File: config.mk
export PLATFORM = sky130hd
export DESIGN_NAME = pwm_regs_shadow
export DESIGN_NICKNAME = d
export VERILOG_FILES = /design/src/rtl/pwm_regs_pkg.sv /design/src/rtl/pwm_shadow_ch.sv /design/src/rtl/pwm_regs_shadow.sv
export SDC_FILE = /design/constraint.sdc
export NUM_CORES = 1
export LEC_CHECK = 0
export ABC_AREA = 1
export CORE_ASPECT_RATIO = 1.4
export CORE_MARGIN = 2
export CORE_UTILIZATION = 35
export CTS_CLUSTER_SIZE = 14
export DETAILED_ROUTE_END_ITERATION = 8
export PLACE_DENSITY_LB_ADDON = 0.1
export SKIP_LAST_GASP = 1
export SLEW_MARGIN = 10
export SYNTH_ARGS = -nofsm -noshare
export SYNTH_HDL_FRONTEND = slang
export SYNTH_SLANG_ARGS = --single-unit
File: constraint.sdc
create_clock -name clk -period 1.78 [get_ports clk]
set_input_delay 0.356 -clock clk [delete_from_list [all_inputs] [get_ports clk]]
set_output_delay 0.356 -clock clk [all_outputs]
set_load 0.03 [all_outputs]
File: src/rtl/pwm_regs_pkg.sv
// Shared register-map constants for the double-buffered PWM register bank.
package pwm_regs_pkg;

  localparam int ADDR_CTRL     = 0;
  localparam int ADDR_PRESCALE = 1;
  localparam int ADDR_UPDATE   = 2;
  localparam int ADDR_STATUS   = 3;
  localparam int ADDR_IRQ_MASK = 4;
  localparam int ADDR_CH_BASE  = 5;

  // Each channel owns a period/duty pair of consecutive addresses.
  function automatic int period_addr(input int ch);
    return ADDR_CH_BASE + 2 * ch;
  endfunction

  function automatic int duty_addr(input int ch);
    return ADDR_CH_BASE + 2 * ch + 1;
  endfunction

endpackage

File: src/rtl/pwm_shadow_ch.sv
// One PWM channel's shadow/active period and duty pair with its commit-pending flag.
module pwm_shadow_ch #(
  parameter int REG_WIDTH = 16
) (
  input  logic                 clk,
  input  logic                 rst_n,
  input  logic                 period_wr,
  input  logic                 duty_wr,
  input  logic [REG_WIDTH-1:0] wdata,
  input  logic                 update_set,
  input  logic                 period_end,
  input  logic                 ch_en,
  input  logic                 glob_en,
  output logic [REG_WIDTH-1:0] shadow_period,
  output logic [REG_WIDTH-1:0] shadow_duty,
  output logic [REG_WIDTH-1:0] active_period,
  output logic [REG_WIDTH-1:0] active_duty,
  output logic                 pending,
  output logic                 load
);

  logic [REG_WIDTH-1:0] sh_period_q, sh_period_d;
  logic [REG_WIDTH-1:0] sh_duty_q, sh_duty_d;
  logic [REG_WIDTH-1:0] act_period_q, act_period_d;
  logic [REG_WIDTH-1:0] act_duty_q, act_duty_d;
  logic [REG_WIDTH-1:0] clamped_duty;
  logic                 pending_q, pending_d;

  always_comb begin
    // A stopped channel has no boundary to wait for, so it loads immediately.
    load         = pending_q && (period_end || !ch_en || !glob_en);
    clamped_duty = (sh_duty_q > sh_period_q) ? sh_period_q : sh_duty_q;

    sh_period_d  = period_wr ? wdata : sh_period_q;
    sh_duty_d    = duty_wr ? wdata : sh_duty_q;
    act_period_d = load ? sh_period_q : act_period_q;
    act_duty_d   = load ? clamped_duty : act_duty_q;
    // A fresh request arriving with a load re-arms for the next boundary.
    pending_d    = (pending_q && !load) || update_set;
  end

  always_ff @(posedge clk or negedge rst_n) begin
    if (!rst_n) begin
      sh_period_q  <= '0;
      sh_duty_q    <= '0;
      act_period_q <= '0;
      act_duty_q   <= '0;
      pending_q    <= 1'b0;
    end else begin
      sh_period_q  <= sh_period_d;
      sh_duty_q    <= sh_duty_d;
      act_period_q <= act_period_d;
      act_duty_q   <= act_duty_d;
      pending_q    <= pending_d;
    end
  end

  assign shadow_period = sh_period_q;
  assign shadow_duty   = sh_duty_q;
  assign active_period = act_period_q;
  assign active_duty   = act_duty_q;
  assign pending       = pending_q;

endmodule

File: src/rtl/pwm_regs_shadow.sv
// PWM register bank with per-channel double-buffered period/duty and W1C load status.
// Optional interrupt output enabled by defining PWM_REGS_IRQ_EN.
module pwm_regs_shadow
  import pwm_regs_pkg::*;
#(
  parameter  int REG_WIDTH    = 16,
  parameter  int NUM_CHANNELS = 4,
  localparam int DEPTH        = ADDR_CH_BASE + 2 * NUM_CHANNELS,
  localparam int ADDR_WIDTH   = $clog2(DEPTH)
) (
  input  logic                              clk,
  input  logic                              rst_n,
  input  logic                              write_en,
  input  logic [ADDR_WIDTH-1:0]             write_addr,
  input  logic [REG_WIDTH-1:0]              write_data,
  output logic                              write_ack,
  output logic                              write_err,
  input  logic                              read_en,
  input  logic [ADDR_WIDTH-1:0]             read_addr,
  output logic [REG_WIDTH-1:0]              read_data,
  output logic                              read_valid,
  output logic                              read_err,
  input  logic [NUM_CHANNELS-1:0]           period_end,
  output logic [REG_WIDTH-1:0]              prescale,
  output logic [NUM_CHANNELS*REG_WIDTH-1:0] period,
  output logic [NUM_CHANNELS*REG_WIDTH-1:0] duty,
  output logic [NUM_CHANNELS:0]             pwm_enable_reg,
  output logic                              irq
);

  logic [NUM_CHANNELS:0]   ctrl_q, ctrl_d;
  logic [REG_WIDTH-1:0]    prescale_q, prescale_d;
  logic [NUM_CHANNELS-1:0] status_q, status_d;
  logic                    ack_q, ack_d;
  logic                    werr_q, werr_d;
  logic                    rvalid_q, rvalid_d;
  logic                    rerr_q, rerr_d;
  logic [REG_WIDTH-1:0]    rdata_q, rdata_d;

  logic                    wr_in_range, rd_in_range;
  logic                    update_wr, status_wr;
  logic [NUM_CHANNELS-1:0] w1c_mask;
  logic [NUM_CHANNELS-1:0] pending;
  logic [NUM_CHANNELS-1:0] load;
  logic [NUM_CHANNELS-1:0] irq_mask_val;
  logic [REG_WIDTH-1:0]    sh_period [NUM_CHANNELS];
  logic [REG_WIDTH-1:0]    sh_duty   [NUM_CHANNELS];
  logic [REG_WIDTH-1:0]    rd_val;

  assign wr_in_range = int'(write_addr) < DEPTH;
  assign rd_in_range = int'(read_addr) < DEPTH;
  assign update_wr   = write_en && (write_addr == ADDR_WIDTH'(ADDR_UPDATE));
  assign status_wr   = write_en && (write_addr == ADDR_WIDTH'(ADDR_STATUS));
  assign w1c_mask    = status_wr ? write_data[NUM_CHANNELS-1:0] : '0;

  for (genvar i = 0; i < NUM_CHANNELS; i++) begin : g_ch
    pwm_shadow_ch #(
      .REG_WIDTH(REG_WIDTH)
    ) u_ch (
      .clk          (clk),
      .rst_n        (rst_n),
      .period_wr    (write_en && (write_addr == ADDR_WIDTH'(period_addr(i)))),
      .duty_wr      (write_en && (write_addr == ADDR_WIDTH'(duty_addr(i)))),
      .wdata        (write_data),
      .update_set   (update_wr && write_data[i]),
      .period_end   (period_end[i]),
      .ch_en        (ctrl_q[i+1]),
      .glob_en      (ctrl_q[0]),
      .shadow_period(sh_period[i]),
      .shadow_duty  (sh_duty[i]),
      .active_period(period[i*REG_WIDTH +: REG_WIDTH]),
      .active_duty  (duty[i*REG_WIDTH +: REG_WIDTH]),
      .pending      (pending[i]),
      .load         (load[i])
    );
  end

  always_comb begin
    rd_val = '0;
    if (read_addr == ADDR_WIDTH'(ADDR_CTRL))     rd_val = REG_WIDTH'(ctrl_q);
    if (read_addr == ADDR_WIDTH'(ADDR_PRESCALE)) rd_val = prescale_q;
    if (read_addr == ADDR_WIDTH'(ADDR_UPDATE))   rd_val = REG_WIDTH'(pending);
    if (read_addr == ADDR_WIDTH'(ADDR_STATUS))   rd_val = REG_WIDTH'(status_q);
    if (read_addr == ADDR_WIDTH'(ADDR_IRQ_MASK)) rd_val = REG_WIDTH'(irq_mask_val);
    for (int i = 0; i < NUM_CHANNELS; i++) begin
      if (read_addr == ADDR_WIDTH'(period_addr(i))) rd_val = sh_period[i];
      if (read_addr == ADDR_WIDTH'(duty_addr(i)))   rd_val = sh_duty[i];
    end
  end

  always_comb begin
    ctrl_d     = ctrl_q;
    prescale_d = prescale_q;
    if (write_en && (write_addr == ADDR_WIDTH'(ADDR_CTRL)))     ctrl_d = write_data[NUM_CHANNELS:0];
    if (write_en && (write_addr == ADDR_WIDTH'(ADDR_PRESCALE))) prescale_d = write_data;
    // Load sets are applied after the clear so a coincident W1C cannot hide a load.
    status_d   = (status_q & ~w1c_mask) | load;
    ack_d      = write_en;
    werr_d     = write_en && !wr_in_range;
    rvalid_d   = read_en;
    rerr_d     = read_en && !rd_in_range;
    rdata_d    = (read_en && rd_in_range) ? rd_val : '0;
  end

  always_ff @(posedge clk or negedge rst_n) begin
    if (!rst_n) begin
      ctrl_q     <= '0;
      prescale_q <= '0;
      status_q   <= '0;
      ack_q      <= 1'b0;
      werr_q     <= 1'b0;
      rvalid_q   <= 1'b0;
      rerr_q     <= 1'b0;
      rdata_q    <= '0;
    end else begin
      ctrl_q     <= ctrl_d;
      prescale_q <= prescale_d;
      status_q   <= status_d;
      ack_q      <= ack_d;
      werr_q     <= werr_d;
      rvalid_q   <= rvalid_d;
      rerr_q     <= rerr_d;
      rdata_q    <= rdata_d;
    end
  end

`ifdef PWM_REGS_IRQ_EN
  logic [NUM_CHANNELS-1:0] irq_mask_q, irq_mask_d;
  logic                    irq_q, irq_d;

  always_comb begin
    irq_mask_d = irq_mask_q;
    if (write_en && (write_addr == ADDR_WIDTH'(ADDR_IRQ_MASK))) irq_mask_d = write_data[NUM_CHANNELS-1:0];
    irq_d = |(status_q & irq_mask_q);
  end

  always_ff @(posedge clk or negedge rst_n) begin
    if (!rst_n) begin
      irq_mask_q <= '0;
      irq_q      <= 1'b0;
    end else begin
      irq_mask_q <= irq_mask_d;
      irq_q      <= irq_d;
    end
  end

  assign irq_mask_val = irq_mask_q;
  assign irq          = irq_q;
`else
  assign irq_mask_val = '0;
  assign irq          = 1'b0;
`endif

  assign write_ack      = ack_q;
  assign write_err      = werr_q;
  assign read_valid     = rvalid_q;
  assign read_err       = rerr_q;
  assign read_data      = rdata_q;
  assign prescale       = prescale_q;
  assign pwm_enable_reg = ctrl_q;

endmodule

==> metrics.txt, run 1 <==
kind of end point of the critical path register; H-Tree Depth 2; biggest area contributors in the synthesized netlist sky130_fd_sc_hd__dfrtp_1, sky130_fd_sc_hd__nand2_1, sky130_fd_sc_hd__o21ai_0, sky130_fd_sc_hd__ha_1, sky130_fd_sc_hd__inv_1; crit-path max FO 6; post-synthesis instance total 1800; timing-limited maximum frequency 524 MHz; met2 layer wire length in the routed design 29500 um; first-pass GRT wire length 86200 um; number of failing setup endpoints in the final timing report 64; clock transition at the registers of the reported paths 0.06 ns; Max IR drop VDD 0.910 mV; most area-hungry cell type in the Yosys netlist sky130_fd_sc_hd__dfrtp_1; Total Die Area 0.0434 mm2; # nets final 2353; net count after synthesis 1896; power density relative to cell area 1350 mW/mm2; worst-skew pair later-pin latency 0.53 ns; drt first pass iters 5; WL per Instance 20.5 um; total wire length 57800 um; placeable core area 0.0412 mm2; number of buffers created by CTS 34; worst min path class input pin to register; number of unique standard cell types used by synthesis 29; maximum number of pins on one net before global-route repair 63; design area 0.0212 mm2; cell internal pwr 0.0174 W; Die X 177 um; Mapped Area 0.0146 mm2; Period Utilization, post-route 107%; final setup margin -0.129 ns; sequential share of power 33.4%; pre-CTS setup slack -0.504 ns; setup repair after global routing missed its margin true; final-report max-slew violation count 0; TritonCTS clock tree yes; met1 wire length 23400 um; count of max-cap constraint violations 0; fraction of final layout cells sized beyond drive strength 1 22.5%; relative max-transition margin 55.6%; Net Switching 0.0113 W; utilization after layout 51.5%; final hold slack 0.284 ns; data required time of the critical path 2.19 ns; Die Y 246 um; violations in the final reports setup timing; post-route DRC violation count 0; worst endpoint data arrival time 2.32 ns; Final TNS setup -5.60 ns; synthesized area per cell 8.12 um2; placed inst area 0.0194 mm2; startpoint type of the worst setup path register; via count of the routed design 14.0k; commonest cells after routing, fill and taps aside sky130_fd_sc_hd__nand2_1, sky130_fd_sc_hd__dfrtp_1, sky130_fd_sc_hd__o21ai_0; # diodes 0; total half-perimeter wirelength after legalization and detailed placement 44900 um; area growth from synthesis to layout 45.1%; area share of the largest cell type after synthesis 52.2%; GRT Overall Usage 26.8%; via count of the first global-routing pass 13.9k; clock tree sinks 305; effective utilization at floorplan 35.5%; library cell used as clock root buffer sky130_fd_sc_hd__clkbuf_16; Antenna Nets Post-Route 0; number of endpoints with negative hold slack in the final report 0; final worst clock skew 0.0186 ns; part of the total power dissipated in combinational logic 42.0%; routed wire length on met3 2560 um; FF+latch count, synth 305; Top Layer Used met4; leakage power 10.9 nW; Vias/cell 4.96; maximum number of buffers from clock root to sink 3; synthesis warning total 0; total global routing overflow 0; sequential element share of the synthesized area 52.2%; Tightest Pin Transition 0.665 ns; Clock Power Share 24.6%; Std-Cell Rows 88; initial antenna violation count 0; count of boundary I/O pins 202; switch share 39.4%; outcome finished with violations; number of violations reported at the end of detailed-routing iteration 0 879; commonest non-fill, non-tap cell in the layout sky130_fd_sc_hd__nand2_1; Worst R2R Setup Slack -0.13 ns; kind of critical path register to register; port bufs 200; routability congestion estimate from global placement 0.943; Min Clock Period, post-route 1.91 ns
[worst paths after layout]
kind	start	to	cells after the start
min in group asynchronous	rst_n	g_ch[1].u_ch.active_period[9]	2
worst min-delay path	read_addr[3]	read_err	3
max in group asynchronous	rst_n	g_ch[3].u_ch.active_period[3]	3
worst max-delay path	g_ch[1].u_ch.shadow_duty[13]	g_ch[1].u_ch.active_duty[11]	10
worst min register to register	g_ch[3].u_ch.active_duty[6]	g_ch[3].u_ch.active_duty[6]	2
worst max register to register	g_ch[1].u_ch.shadow_duty[13]	g_ch[1].u_ch.active_duty[11]	10
[cell families (layout without fill, tap and decap cells)]
family / Yosys count / after routing / synth area share (%)
flops: 305 / 305 / 52.2
compound gates: 393 / 393 / 13.7
fa+ha+maj: 64 / 64 / 5.48
simple gates: 753 / 753 / 20.8
other cells: 1 / 1 / 0.0257
buf+inv: 284 / 765 / 7.70
[worst max-delay path: stages, from the launching register on]
cell                        delay [ns]
sky130_fd_sc_hd__dfrtp_1          0.42
sky130_fd_sc_hd__ha_4             0.29
sky130_fd_sc_hd__nand4_1          0.13
sky130_fd_sc_hd__nor3_1           0.16
sky130_fd_sc_hd__buf_4            0.15
sky130_fd_sc_hd__nand4_1          0.12
sky130_fd_sc_hd__nand2_4          0.19
sky130_fd_sc_hd__clkbuf_16        0.18
sky130_fd_sc_hd__nand2_2          0.05
sky130_fd_sc_hd__nand2_1          0.05
sky130_fd_sc_hd__o21ai_1          0.06
[power by group through the flow]
stage	clock network, W	registers, W	logic (W)
6_report	0.00704	0.00958	0.0120
5_1_grt	0.00745	0.00977	0.0131
2_1_floorplan	0	0.0113	0.00367
4_1_cts	0.00717	0.00957	0.0112
3_3_place_gp	0	0.00966	0.0110
3_5_place_dp	0	0.00968	0.0111
[Yosys cell counts, drive strengths merged]
| master | instances |
|---|---|
| buf | 36 |
| nand3 | 92 |
| nor3b | 1 |
| clkinv | 1 |
| o221ai | 1 |
| a21oi | 63 |
| o21ai | 313 |
| nand2 | 561 |
| ha | 64 |
| clkbuf | 44 |
| o22ai | 7 |
| dfrtp | 305 |
| o211ai | 3 |
| nor2 | 76 |
| nand3b | 4 |
| inv | 203 |
| or2 | 2 |
| o2111ai | 6 |
| conb | 1 |
| nor3 | 8 |
| nand4 | 9 |
[routing by layer]
metal,vias up,GRT usage (%)
met5,-,0
met1,6747,32.8
met3,85,2.94
met2,425,47.9
met4,0,11.0
li1,6727,-
[layout make-up]
class                   instances  area, um2
clock buffers                  45        986
clock inverters                15        118
fillers                      4049      20000
inverters                     204        768
multi-input cells            1211       6490
flip-flops and latches        305       7630
well taps                     540        676
repair buffers                501       4530
[what timing repair did]
action                                 in CTS  in global routing
gates cloned                                3                  4
resized for setup                         261                124
hold buffers                                1                  0
setup endpoints to repair                 233                 80
pin swaps                                  24                 49
buffers inserted                            7                  3
endpoints found under the hold margin      29                  0
[through the flow]
stage                     cells  power (W)
after global routing       2821     0.0303
after detailed placement   2743     0.0207
after global placement     2743     0.0206
after CTS                  2814     0.0279
final                      2821     0.0286
after floorplan            1800     0.0150
Power figures use the tool's default switching activity.
==> run 2: changes to the inputs <==
Settings changed: DONT_BUFFER_PORTS set to 1, MAX_ROUTING_LAYER set to met4, SLEW_MARGIN 10 to 15.
==> run 2 against run 1 <==
The run ends with hold timing, setup timing left. Utilization is 3.9 points lower. Hold slack got worse by 0.77 ns. Non-clock buffer count is 208 lower. Die area stayed put. Critical path depth rose by 4. Final cell count decreased by 7.3%. Critical path type unchanged. Critical endpoint is now g_ch[0].u_ch.active_duty[15]. Highest routed layer unchanged.
==> metrics.txt, run 2 (synthesis results as in run 1) <==
startpoint of the lowest-slack register-to-register path g_ch[0].u_ch.shadow_period[14] (was g_ch[1].u_ch.shadow_duty[13]); via count of the routed design 13.3k (was 14.0k); # nets final 2146 (was 2353); library cell used as clock root buffer sky130_fd_sc_hd__clkbuf_16 (unchanged); leakage power 9.59 nW (was 10.9 nW); worst min path class input pin to async pin (was input pin to register); effective utilization at floorplan 35.5% (unchanged); final worst clock skew 0.0148 ns (was 0.0186 ns); final hold slack -0.485 ns (was 0.284 ns); first-pass GRT wire length 86600 um (was 86200 um); power density relative to cell area 1450 mW/mm2 (was 1350 mW/mm2); Die Y 246 um (unchanged); area growth from synthesis to layout 34.0% (was 45.1%); H-Tree Depth 2 (unchanged); Vias/cell 5.08 (was 4.96); GRT Overall Usage 27.8% (was 26.8%); number of violations reported at the end of detailed-routing iteration 0 901 (was 879); violations in the final reports hold timing, setup timing (was setup timing); cell internal pwr 0.0172 W (was 0.0174 W); Net Switching 0.0111 W (was 0.0113 W); Worst R2R Setup Slack -0.12 ns (was -0.13 ns); number of failing setup endpoints in the final timing report 64 (unchanged); relative max-transition margin 50.8% (was 55.6%); clock transition at the registers of the reported paths 0.06 ns (about the same); commonest non-fill, non-tap cell in the layout sky130_fd_sc_hd__nand2_1 (unchanged); crit-path max FO 8 (was 6); utilization after layout 47.6% (was 51.5%); fraction of final layout cells sized beyond drive strength 1 24.9% (was 22.5%); switch share 39.2% (was 39.4%); data required time of the critical path 2.24 ns (was 2.19 ns); Period Utilization, post-route 107% (about the same); placed inst area 0.0170 mm2 (was 0.0194 mm2); drt first pass iters 5 (unchanged); post-route DRC violation count 0 (unchanged); WL per Instance 22.4 um (was 20.5 um); via count of the first global-routing pass 13.4k (was 13.9k); Std-Cell Rows 88 (unchanged); final-report max-slew violation count 0 (unchanged); design area 0.0196 mm2 (was 0.0212 mm2); total wire length 58700 um (was 57800 um); routability congestion estimate from global placement 0.949 (was 0.943); Clock Power Share 27.5% (was 24.6%); worst endpoint data arrival time 2.36 ns (was 2.32 ns); final setup margin -0.121 ns (was -0.129 ns); Max IR drop VDD 0.878 mV (was 0.910 mV); count of boundary I/O pins 202 (unchanged); outcome finished with violations (unchanged); setup repair after global routing missed its margin true (unchanged); kind of critical path register to register (unchanged); Reg2Reg Capture Point g_ch[0].u_ch.active_duty[15] (was g_ch[1].u_ch.active_duty[11]); maximum number of buffers from clock root to sink 3 (unchanged); placed insts 2513 (was 2743); Die X 177 um (unchanged); # hold bufs at CTS 20 (was 1); Total Die Area 0.0434 mm2 (unchanged); initial antenna violation count 0 (unchanged); clock tree sinks 305 (unchanged); number of endpoints with negative hold slack in the final report 305 (was 0); worst setup path start g_ch[0].u_ch.shadow_period[14] (was g_ch[1].u_ch.shadow_duty[13]); number of buffers created by CTS 34 (unchanged); part of the total power dissipated in combinational logic 32.2% (was 42.0%); placeable core area 0.0412 mm2 (unchanged); timing-limited maximum frequency 526 MHz (was 524 MHz); Antenna Nets Post-Route 0 (unchanged); worst-skew pair later-pin latency 0.53 ns (about the same); commonest cells after routing, fill and taps aside sky130_fd_sc_hd__nand2_1, sky130_fd_sc_hd__dfrtp_1, sky130_fd_sc_hd__o21ai_0 (unchanged); sequential share of power 40.2% (was 33.4%); worst-case reg-to-reg path depth 14 (was 10); startpoint type of the worst setup path register (unchanged); TritonCTS clock tree yes (unchanged); total power draw 0.0284 W (was 0.0286 W); Critical Path Sink g_ch[0].u_ch.active_duty[15] (was g_ch[1].u_ch.active_duty[11]); total half-perimeter wirelength after legalization and detailed placement 42200 um (was 44900 um); total global routing overflow 0 (unchanged); maximum number of pins on one net before global-route repair 306 (was 63); count of max-cap constraint violations 0 (unchanged); # diodes 0 (unchanged); kind of end point of the critical path register (unchanged); port bufs 0 (was 200); Min Clock Period, post-route 1.90 ns (was 1.91 ns); Tightest Pin Transition 0.737 ns (was 0.665 ns); Finished Layout Cells 2616 (was 2821)
-- run 2: layout make-up --
| cell class | count | area (um2) |
|---|---|---|
| fillers | 4110 | 21600 |
| flip-flops and latches | 305 | 7630 |
| repair buffers | 293 | 2570 |
| clock inverters | 13 | 173 |
| well taps | 540 | 676 |
| inverters | 204 | 766 |
| clock buffers | 49 | 1070 |
| multi-input cells | 1212 | 6700 |
-- run 2: worst max-delay path: stages, from the launching register on --
cell and delay, ns:
sky130_fd_sc_hd__dfrtp_1 0.36, sky130_fd_sc_hd__inv_2 0.05, sky130_fd_sc_hd__ha_1 0.28, sky130_fd_sc_hd__nand2_2 0.06, sky130_fd_sc_hd__inv_1 0.06, sky130_fd_sc_hd__nand3_2 0.07, sky130_fd_sc_hd__nor3_2 0.16, sky130_fd_sc_hd__buf_4 0.15
sky130_fd_sc_hd__nand2_2 0.06, sky130_fd_sc_hd__nand2_4 0.11, sky130_fd_sc_hd__nand2_4 0.08, sky130_fd_sc_hd__clkbuf_16 0.17, sky130_fd_sc_hd__nand2_1 0.06, sky130_fd_sc_hd__nand3_1 0.06, sky130_fd_sc_hd__nand2_1 0.09
-- run 2: how the worst min path moves through the flow --
stage | from | to | cells after the start
floorplan | rst_n | g_ch[0].u_ch.active_duty[0] | 0
global placement | rst_n | g_ch[1].u_ch.active_period[10] | 0
detailed placement | rst_n | g_ch[1].u_ch.active_period[9] | 0
CTS | rst_n | g_ch[1].u_ch.active_period[9] | 0
global route | rst_n | g_ch[1].u_ch.active_period[8] | 0
finish | rst_n | g_ch[1].u_ch.active_period[9] | 0
-- run 2: per-stage QoR --
stage	worst slack [ns]	setup TNS, ns
after global placement	-0.144	-7.11
after detailed placement	-0.164	-8.19
after global routing	-0.253	-12.50
after CTS	-0.145	-5.98
after floorplan	0.0127	0
final	-0.121	-5.43
-- run 2: repair_timing --
item	in CTS	in global routing
endpoints found under the setup margin	64	64
cloned	5	4
endpoints found under the hold margin	373	305
resized for setup	109	139
setup buffers	3	9
pin swaps	35	48
-- run 2: power groups by stage --
stage                     clock, W  combinational (W)  sequential [W]
after floorplan                  0            0.00367          0.0113
after global placement           0            0.00693          0.0115
after detailed placement         0            0.00702          0.0115
after CTS                  0.00797            0.00806          0.0114
after global routing       0.00823             0.0101          0.0116
final                      0.00782            0.00914          0.0114
-- run 2: metal layers --
metal / up-vias / routed length (um) / track usage (%)
met5: - / 0 / -
met4: 0 / 2740 / 11.3
met3: 124 / 3780 / 5.86
met2: 429 / 29200 / 47.1
met1: 6440 / 22900 / 32.1
li1: 6293 / - / -
==> run 3: changes to the inputs <==
Settings changed: CORE_ASPECT_RATIO 1.4 to 0.75.
==> run 3 against run 2 <==
The flow still finishes with violations (hold timing, setup timing). Flip-flop and latch count unchanged. Sequential share of layout area grew 0.89 points. Power down 3.1%. Non-clock buffer count down 21. Register-to-register slack lost 0.04 ns. Clock power is 5.2% lower. Die area about the same. Combinational power shrank 4.7%. Routed wire length is 2.2% lower. Utilization down 0.86 points. Critical path depth decreased by 4. Critical path type unchanged. Highest routed layer unchanged.
==> metrics.txt, run 3 (synthesis results as in run 1) <==
outcome finished with violations (unchanged); violations in the final reports hold timing, setup timing (unchanged); startpoint type of the worst setup path register (unchanged); Clock Power Share 26.9% (was 27.5%); commonest non-fill, non-tap cell in the layout sky130_fd_sc_hd__nand2_1 (unchanged); worst endpoint data arrival time 2.36 ns (about the same); # hold bufs at CTS 18 (was 20); startpoint of the lowest-slack register-to-register path g_ch[1].u_ch.shadow_duty[15] (was g_ch[0].u_ch.shadow_period[14]); power density relative to cell area 1440 mW/mm2 (was 1450 mW/mm2); data required time of the critical path 2.20 ns (was 2.24 ns); combined area of the multi-input logic cells 0.00658 mm2 (was 0.00670 mm2); placeable core area 0.0410 mm2 (was 0.0412 mm2); commonest cells after routing, fill and taps aside sky130_fd_sc_hd__nand2_1, sky130_fd_sc_hd__dfrtp_1, sky130_fd_sc_hd__o21ai_0 (unchanged); placed inst area 0.0169 mm2 (was 0.0170 mm2); timing-limited maximum frequency 515 MHz (was 526 MHz); Die X 240 um (was 177 um); routability congestion estimate from global placement 0.886 (was 0.949); initial antenna violation count 5 (was 0); worst-case reg-to-reg path depth 10 (was 14); number of endpoints with negative hold slack in the final report 305 (unchanged); post-route DRC violation count 0 (unchanged); first-pass GRT wire length 84500 um (was 86600 um); number of violations reported at the end of detailed-routing iteration 0 1403 (was 901); number of failing setup endpoints in the final timing report 64 (unchanged); Reg2Reg Capture Point g_ch[1].u_ch.active_duty[9] (was g_ch[0].u_ch.active_duty[15]); FF+latch area 0.00763 mm2 (unchanged); final worst clock skew 0.0181 ns (was 0.0148 ns); clock transition at the registers of the reported paths 0.06 ns (about the same); setup repair after global routing missed its margin true (unchanged); drt first pass iters 5 (unchanged); leakage power 9.41 nW (was 9.59 nW); TritonCTS clock tree yes (unchanged); maximum number of buffers from clock root to sink 3 (unchanged); count of boundary I/O pins 202 (unchanged); area growth from synthesis to layout 31.0% (was 34.0%); final hold slack -0.461 ns (was -0.485 ns); Std-Cell Rows 64 (was 88); Net Switching 0.0109 W (was 0.0111 W); effective utilization at floorplan 35.7% (was 35.5%); sequential share of power 41.4% (was 40.2%); relative max-transition margin 51.7% (was 50.8%); H-Tree Depth 2 (unchanged); port bufs 0 (unchanged); final-report max-slew violation count 0 (unchanged); switch share 39.6% (was 39.2%); design area 0.0191 mm2 (was 0.0196 mm2); FILL cells 4149 (was 4110); count of max-cap constraint violations 0 (unchanged); worst-skew pair later-pin latency 0.53 ns (about the same); Max IR drop VDD 0.633 mV (was 0.878 mV); fraction of final layout cells sized beyond drive strength 1 22.7% (was 24.9%); kind of end point of the critical path register (unchanged); part of the total power dissipated in combinational logic 31.7% (was 32.2%); total half-perimeter wirelength after legalization and detailed placement 40800 um (was 42200 um); number of buffers created by CTS 35 (was 34); crit-path max FO 8 (unchanged); Min Clock Period, post-route 1.94 ns (was 1.90 ns); via count of the routed design 13.2k (was 13.3k); worst min path class input pin to async pin (unchanged); Total Die Area 0.0434 mm2 (about the same); Tightest Pin Transition 0.723 ns (was 0.737 ns); total global routing overflow 0 (unchanged); via count of the first global-routing pass 12.8k (was 13.4k); Period Utilization, post-route 109% (was 107%); Worst R2R Setup Slack -0.16 ns (was -0.12 ns); maximum number of pins on one net before global-route repair 306 (unchanged); Die Y 181 um (was 246 um); cell internal pwr 0.0166 W (was 0.0172 W); WL per Instance 21.9 um (was 22.4 um); total wire length 57400 um (was 58700 um); GRT Overall Usage 27.2% (was 27.8%); final setup margin -0.163 ns (was -0.121 ns); kind of critical path register to register (unchanged); clock tree sinks 305 (unchanged); # nets final 2126 (was 2146); Vias/cell 5.04 (was 5.08); Antenna Nets Post-Route 0 (unchanged); library cell used as clock root buffer sky130_fd_sc_hd__clkbuf_16 (unchanged)
-- run 3: cell types whose count changed in the layout (fill, tap and decap cells not counted), sizes merged --
cell	change
dlygate4sd3	-2
bufinv	-2
clkinvlp	-2
buf	-17
diode	+5
clkbuf	+2
-- run 3: what timing repair did --
action	CTS	global route
endpoints found under the setup margin	64	66
endpoints found under the hold margin	373	305
pin swaps	43	38
setup buffers	5	1
cloned	6	2
resized for setup	94	123
-- run 3: how the worst max path moves through the flow --
stage,cells past startpoint,endpoint,from,slack [ns]
after floorplan,11,g_ch[0].u_ch.active_duty[10],g_ch[0].u_ch.shadow_duty[15],0.01
after global placement,12,g_ch[0].u_ch.active_duty[6],g_ch[0].u_ch.shadow_period[14],-0.18
after detailed placement,11,g_ch[2].u_ch.active_duty[12],g_ch[2].u_ch.shadow_period[15],-0.20
after CTS,9,g_ch[2].u_ch.active_duty[12],g_ch[2].u_ch.shadow_duty[15],-0.12
after global routing,10,g_ch[2].u_ch.active_duty[7],g_ch[2].u_ch.shadow_duty[15],-0.28
final,10,g_ch[1].u_ch.active_duty[9],g_ch[1].u_ch.shadow_duty[15],-0.16
-- run 3: critical path, cell delays in order, from the launching register on --
cell and delay, ns:
sky130_fd_sc_hd__dfrtp_1 0.41, sky130_fd_sc_hd__ha_4 0.29, sky130_fd_sc_hd__nand4_1 0.13, sky130_fd_sc_hd__nor3_2 0.25, sky130_fd_sc_hd__nand4_1 0.17, sky130_fd_sc_hd__nand2_2 0.16
sky130_fd_sc_hd__buf_6 0.12, sky130_fd_sc_hd__buf_12 0.12, sky130_fd_sc_hd__nand2_1 0.05, sky130_fd_sc_hd__nand2_1 0.06, sky130_fd_sc_hd__o21ai_1 0.06
-- run 3: final cells by class --
| cell class | count | area share (%) |
|---|---|---|
| diodes | 5 | 0.0654 |
| clock buffers | 53 | 5.57 |
| clock inverters | 9 | 0.510 |
| inverters | 204 | 4.00 |
| multi-input cells | 1212 | 34.4 |
| flip-flops and latches | 305 | 39.9 |
| well taps | 561 | 3.67 |
| repair buffers | 272 | 11.9 |
-- run 3: layer usage --
layer / vias up / global-route usage [%] / wire (um)
met5: - / - / 0
met4: 0 / 7.85 / 1770
met3: 93 / 7.04 / 5170
met2: 467 / 38.5 / 24300
met1: 6360 / 38.2 / 26200
li1: 6290 / - / -
-- run 3: power by group through the flow --
stage	Combinational, W	Sequential, W	Clock [W]
global route	0.00962	0.0116	0.00789
finish	0.00871	0.0114	0.00741
global placement	0.00685	0.0115	0
floorplan	0.00367	0.0113	0
CTS	0.00808	0.0114	0.00758
detailed placement	0.00694	0.0115	0
-- run 3: through the flow --
step	setup TNS (ns)	utilization, %	power [W]	std cells	setup slack, ns
floorplan	0	-	0.0150	1800	0.0127
CTS	-5.08	45.8	0.0271	2616	-0.116
detailed placement	-9.28	41.2	0.0184	2525	-0.200
global route	-13.12	46.7	0.0291	2621	-0.279
global placement	-8.21	41.2	0.0183	2525	-0.179
finish	-6.27	46.7	0.0275	2621	-0.163
